--- config.mk ---
export PLATFORM = sky130hd
export DESIGN_NAME = vend_ctrl
export DESIGN_NICKNAME = d
export VERILOG_FILES = /design/src/rtl/vend_ctrl.sv
export SDC_FILE = /design/constraint.sdc
export NUM_CORES = 1
export LEC_CHECK = 0
export ABC_AREA = 1
export BUFFER_PORTS_ARGS = -buffer_cell sky130_fd_sc_hd__buf_4
export CORE_MARGIN = 2
export CORE_UTILIZATION = 30
export CTS_CLUSTER_SIZE = 12
export DETAILED_ROUTE_END_ITERATION = 16
export PLACE_DENSITY = 0.55
export SLEW_MARGIN = 10
export SYNTH_ARGS = -nofsm -noshare
export SYNTH_HDL_FRONTEND = slang
export SYNTH_SLANG_ARGS = --single-unit
--- constraint.sdc ---
create_clock -name clk -period 1.8 [get_ports clk]
set_input_delay 0.36 -clock clk [delete_from_list [all_inputs] [get_ports clk]]
set_output_delay 0.36 -clock clk [all_outputs]
set_load 0.005 [all_outputs]
--- src/rtl/vend_ctrl.sv ---
// Vending sequencing controller: coin credit accumulation, dispenser
// req/ack handshake with timeout, and paced half-unit change/refund output.
module vend_ctrl #(
  parameter int unsigned CREDIT_W    = 4,
  parameter int unsigned PRICE       = 5,
  parameter int unsigned ACK_TIMEOUT = 8,
  parameter int unsigned CHANGE_GAP  = 1
) (
  input  logic                clk,
  input  logic                rst,
  input  logic [1:0]          coin,
  input  logic                cancel,
  input  logic                disp_ack,
  output logic                disp_req,
  output logic                vend_done,
  output logic                disp_err,
  output logic                change_half,
  output logic                coin_rej,
  output logic [CREDIT_W-1:0] credit,
  output logic                busy
);

  localparam int unsigned TO_W  = (ACK_TIMEOUT > 1) ? $clog2(ACK_TIMEOUT) : 1;
  localparam int unsigned GAP_W = (CHANGE_GAP > 0) ? $clog2(CHANGE_GAP + 1) : 1;

  localparam logic [CREDIT_W-1:0] PRICE_C    = CREDIT_W'(PRICE);
  localparam logic [CREDIT_W-1:0] ONE_C      = CREDIT_W'(1);
  localparam logic [TO_W-1:0]     TO_LAST    = TO_W'(ACK_TIMEOUT - 1);
  localparam logic [TO_W-1:0]     TO_ONE     = TO_W'(1);
  localparam logic [GAP_W-1:0]    GAP_RELOAD = GAP_W'(CHANGE_GAP);
  localparam logic [GAP_W-1:0]    GAP_ONE    = GAP_W'(1);

  typedef enum logic [2:0] {
    S_IDLE   = 3'b001,
    S_VEND   = 3'b010,
    S_CHANGE = 3'b100
  } state_t;

  state_t              state, state_nx;
  logic [CREDIT_W-1:0] credit_nx;
  logic [TO_W-1:0]     to_cnt, to_nx;
  logic [GAP_W-1:0]    gap_cnt, gap_nx;
  logic                done_nx, err_nx, half_nx, rej_nx;
  logic [CREDIT_W:0]   sum;

  // One extra bit so an overflowing coin is detectable without wrapping.
  assign sum = {1'b0, credit} + (CREDIT_W + 1)'(coin);

  always_comb begin
    state_nx  = state;
    credit_nx = credit;
    to_nx     = to_cnt;
    gap_nx    = gap_cnt;
    done_nx   = 1'b0;
    err_nx    = 1'b0;
    half_nx   = 1'b0;
    rej_nx    = 1'b0;
    unique case (state)
      S_IDLE: begin
        to_nx  = '0;
        gap_nx = '0;
        if (credit >= PRICE_C) begin
          state_nx = S_VEND;
          rej_nx   = |coin;
        end else if (cancel) begin
          rej_nx = |coin;
          if (credit != '0) state_nx = S_CHANGE;
        end else if (coin != '0) begin
          if (!sum[CREDIT_W]) credit_nx = sum[CREDIT_W-1:0];
          else                rej_nx    = 1'b1;
        end
      end
      S_VEND: begin
        rej_nx = |coin;
        if (disp_ack) begin
          credit_nx = credit - PRICE_C;
          done_nx   = 1'b1;
          gap_nx    = '0;
          state_nx  = (credit != PRICE_C) ? S_CHANGE : S_IDLE;
        end else if (to_cnt == TO_LAST) begin
          // Counter holds 0..ACK_TIMEOUT-1, so disp_req spans exactly ACK_TIMEOUT cycles.
          err_nx   = 1'b1;
          gap_nx   = '0;
          state_nx = S_CHANGE;
        end else begin
          to_nx = to_cnt + TO_ONE;
        end
      end
      S_CHANGE: begin
        rej_nx = |coin;
        if (credit == '0) begin
          state_nx = S_IDLE;
        end else if (gap_cnt == '0) begin
          half_nx   = 1'b1;
          credit_nx = credit - ONE_C;
          gap_nx    = GAP_RELOAD;
          if (credit == ONE_C) state_nx = S_IDLE;
        end else begin
          gap_nx = gap_cnt - GAP_ONE;
        end
      end
      default: state_nx = S_IDLE;
    endcase
  end

  always_ff @(posedge clk or posedge rst) begin
    if (rst) begin
      state       <= S_IDLE;
      credit      <= '0;
      to_cnt      <= '0;
      gap_cnt     <= '0;
      vend_done   <= 1'b0;
      disp_err    <= 1'b0;
      change_half <= 1'b0;
      coin_rej    <= 1'b0;
    end else begin
      state       <= state_nx;
      credit      <= credit_nx;
      to_cnt      <= to_nx;
      gap_cnt     <= gap_nx;
      vend_done   <= done_nx;
      disp_err    <= err_nx;
      change_half <= half_nx;
      coin_rej    <= rej_nx;
    end
  end

  // Decoded from the state register so both drop the instant rst asserts.
  assign disp_req = (state == S_VEND);
  assign busy     = (state != S_IDLE);

endmodule

* Yosys cells after proc, flatten, opt, wreduce, memory -nomap -nowiden
Cells that the tools add are included.
** Operators by class
- Reductions and logical operators :: 11
- Multipliers :: 0
- Shift-type cells :: 0
- Mux-type cells :: 39
- Divide/modulo/power cells :: 0
- Bitwise logic cells :: 0
- Equality and inequality tests :: 21
- $add $sub $neg :: 5
- Order comparisons :: 1
** Operators with widths (count)
- 3-bit two-way mux :: 11
- 4-bit two-way mux :: 7
- 2-bit != test, second input constant :: 9
- 1-bit two-way mux :: 16
- 3-bit != test, second input constant :: 4
- 4-bit case mux with 3 select lines :: 1
- 3-bit case mux with 3 select lines :: 1
- 8-bit AND reduction :: 1
- 3-bit == test, second input constant :: 2
- 3-bit case mux with 2 select lines :: 1
- 3-bit AND reduction :: 2
- 4-bit by 2-bit adder with 5-bit output :: 1
- 5-bit AND reduction :: 1
- 4-bit by 1-bit == test with 1-bit output, second input constant :: 1
- 4-bit by 3-bit >= comparator with 1-bit output, second input constant :: 1
- 4-bit zero test :: 1
- 4-bit by 3-bit != test with 1-bit output, second input constant :: 1
- 2-bit nonzero test :: 2
- 4-bit nonzero test :: 1
- 2-bit OR reduction :: 2
- 4-bit by 1-bit subtractor with 4-bit output, second input constant :: 1
- 4-bit by 3-bit subtractor with 4-bit output, second input constant :: 1
- 3-bit by 1-bit adder with 3-bit output, second input constant :: 1
- 3-bit by 1-bit == test with 1-bit output, second input constant :: 1
- 7 further kinds :: 7
** Storage, ports and cells
- Bits in latches :: 0
- Bits in writable memories :: 0
- Bits in registers :: 15
- Bits in read-only memories :: 0
- Memories kept :: 0

* Logic depth before layout (Yosys ltp)
- Depth in word-level cells :: 6
- Gate-level depth with buffers :: 10
- Mapped depth without buffers :: 10

* Worst setup path before layout
Ideal clock, no wire load.
- Path type :: register to register
- From :: register credit[0]
- To :: register credit[2]
- Library setup time :: 117 ps
- Arrival time :: 1391 ps
- Stages on the path, launching flop included :: 8
- Buffers on the path :: 0
- Path slack :: 293 ps
- Clock period less this slack :: 1507 ps
- Cell sequence :: dfrtp_1 ha_1 fa_1 xor2_1 nand2_1 nand3_1 nand3_1 nand2_1
** Between the ends
- Cells in the longest elaborated chain, start to end :: 6
** RTL lines
- start: declaration :: RTL line 19 : output logic [CREDIT_W-1:0] credit,
- start signal: assignment :: RTL line 118 : credit <= credit_nx;
- 4-bit by 2-bit adder with 5-bit output :: RTL line 47 : assign sum = {1'b0, credit} + (CREDIT_W + 1)'(coin);
- 4-bit two-way mux :: RTL line 69 : if (!sum[CREDIT_W]) credit_nx = sum[CREDIT_W-1:0];
- 4-bit two-way mux :: RTL line 68 : end else if (coin != '0) begin
- 4-bit two-way mux :: RTL line 65 : end else if (cancel) begin
- 4-bit two-way mux :: RTL line 62 : if (credit >= PRICE_C) begin
- 4-bit case mux with 3 select lines :: RTL line 58 : unique case (state)
Several ways; a longest one is shown, not always the timed one. The select of a mux whose other input is x is not followed.
A chain may end at the register's enable or synchronous reset.

* Worst setup path after layout
Ends and elaborated chain as after synthesis.

==> impl_metrics.ini <==
[route]
drtIter0Drc = 41
viasPerCell = 4.61
drt_pass1_iterations = 5
vias = 1009
avgRoutedWirePerCell_um = 11.1
route.detailed.drc = 0
routed_wirelength_um = 2430
ant_nets = 0

[timing]
slew_headroom_pct = 62.8
fin_ws_ns = 0.162
min_period_ns = 1.64
tns_ns = 0
grt_setup_unrepaired = no
worstMarginPinSlew_ns = 0.558
slew_violations = 0
fmax_ghz = 0.610
final_hold_viol_count = 0
finalSetupViolCount = 0
whs_ns = 0.161
min_period_over_period_pct = 91.0
final.setup_skew_ns = 0.00322

[place]
portBuffers = 15
place.gp.congestion = 0.857
preCtsSetupSlack_ns = 0.151
dp_cells = 215
dpl.hpwl_um = 1960

[power_and_ir_drop]
p_per_area_mw_per_mm2 = 1750
leakage_nw = 0.724
power_mw = 2.36
peakVddDrop_v = 0.000603

[clock_network]
cts_resized = 0
clock-sinks = 15
clk_pin_slew_ns = 0.06
post_cts_buffers = 0
cts_buffers = 3
cts_tree = built
htree_num_levels = 1
clk_latency_ns = 0.25
ctsHoldBuffers = 0
cts_buffer_depth = 2
cts_root_buf = clkbuf_8

[run]
drv_cap = 0

[grt]
antenna_found_initial = 0
grt_max_degree = 16
grt.overflow.total = 0
grt_first_pass_wirelength_um = 4170
grt_usage_pct = 13.4
grt_pass1_vias = 949

[critical_path]
start_kind = flip-flop
ff2ff_setup_slack_ns = 0.16
crit_path_max_incr_delay_ns = 0.46
slowest_stage = dfrtp_1
end_kind = flip-flop
path_max_fanout = 7
rr_startpoint = credit[0]
timing.rr.end = credit[2]
setup.worst_path.start = credit[0]
r2r_cells = 7
crit_chain = ha_1 -> fa_1 -> xor2_1 -> nand2_1 -> nand3_1 -> nand3_1 -> nand2_1
critPathCapture = credit[2]
crit_arrival_ns = 1.78
crit_type = flip-flop to flip-flop
required_ns = 1.95

[layout]
finalNonFillerCells = 219
mostFrequentLayoutCell = nand2_1
drive_gt1_share_pct = 26.3
fill_cells = 374
areaGrowthSynthToFinish_pct = 21.2
final_nets = 185
diodes = 0
layout_common_cells = 40 x nand2_1, 27 x nand3_1, 18 x buf_4

[synth]
yosysWarningCount = 0
avgSynthCellArea_um2 = 7.42
ys_ff_latch = 15
synthCells = 150
synthDistinctLibCells = 22
syn_nets = 163
syn_area_mm2 = 0.00111
ys_seq_area_share_pct = 33.8

[floorplan]
num_rows = 22
coreArea_mm2 = 0.00361
chipHeight_um = 64.9
die_w_um = 64.9
die_area_mm2 = 0.00422
io_pins = 16
start_util_pct = 30.9

[outcome]
status = completed

[min_path]
min_path_type = input pin to asynchronous set/reset pin
area by class of cell:
| class | instances | area (µm²) | area share, % |
|---|---|---|---|
| Clock inverter | 1 | 5.00 | 0.371 |
| Inverter | 16 | 65.1 | 4.82 |
| Clock buffer | 3 | 41.3 | 3.06 |
| Multi-Input combinational cell | 118 | 667 | 49.4 |
| Timing Repair Buffer | 18 | 135 | 10.0 |
| Sequential cell | 15 | 377 | 27.9 |
| Tap cell | 48 | 60.1 | 4.45 |
metrics by stage:
step | utilization [%] | instance area (µm²)
final | 37.4 | 1350
after global routing | 37.4 | 1350
after floorplan | - | 1110
after global placement | 36.2 | 1300
after detailed placement | 36.2 | 1300
after CTS | 37.4 | 1350
power by group:
part	internal [mW]	switching [mW]
sequential	0.463	0.139
clock	0.153	0.119
combinational	0.583	0.906
Yosys cell counts (all sizes together):
library cell / number / share of area, %
nand3: 31 / 16
buf: 1 / 0.45
inv: 15 / 5.5
o21ai: 10 / 4.5
ha: 6 / 6.7
clkinv: 1 / 0.34
dfrtp: 14 / 31
xor2: 1 / 0.79
dfstp: 1 / 2.4
nor2: 17 / 8.5
nand4: 1 / 0.56
fa: 1 / 1.8
nand2: 50 / 20
a31oi: 1 / 0.56
worst min path at each step:
stage | startpoint | slack, ns | depth (start not counted) | end
after floorplan | rst | 0.26 | 1 | change_half
after global placement | rst | 0.45 | 2 | coin_rej
after detailed placement | rst | 0.45 | 2 | coin_rej
after CTS | rst | 0.18 | 2 | coin_rej
after global routing | rst | 0.22 | 2 | coin_rej
final | rst | 0.16 | 2 | coin_rej
logic make-up after synthesis:
kind of cell / share of synthesized area (%)
compound gates: 5.06
fa+ha+maj: 8.54
flops: 33.8
xor+xnor: 0.787
buf+inv: 6.29
simple gates: 45.5
flip-flops by register name, summed over array words and instances, names as in the netlist:
signal / cells
credit: 4
state: 3
to_cnt: 3
change_half: 1
coin_rej: 1
disp_err: 1
gap_cnt: 1
vend_done: 1
metal layers:
layer	track usage, %	vias to the layer above	routed length [µm]
li1	-	527	-
met1	17.2	461	1150
met2	21.4	17	1160
met3	1.56	4	50
met4	7.98	0	65
met5	0	-	0
worst max-delay path: cells and delay by family (launching register included):
family	cells	cell delay [ns]
adder cells (fa/ha/maj)	2	0.62
flip-flops	1	0.46
AND/OR/NAND/NOR	4	0.30
XOR/XNOR	1	0.15
Note: power is estimated with default switching activity, not from simulation.
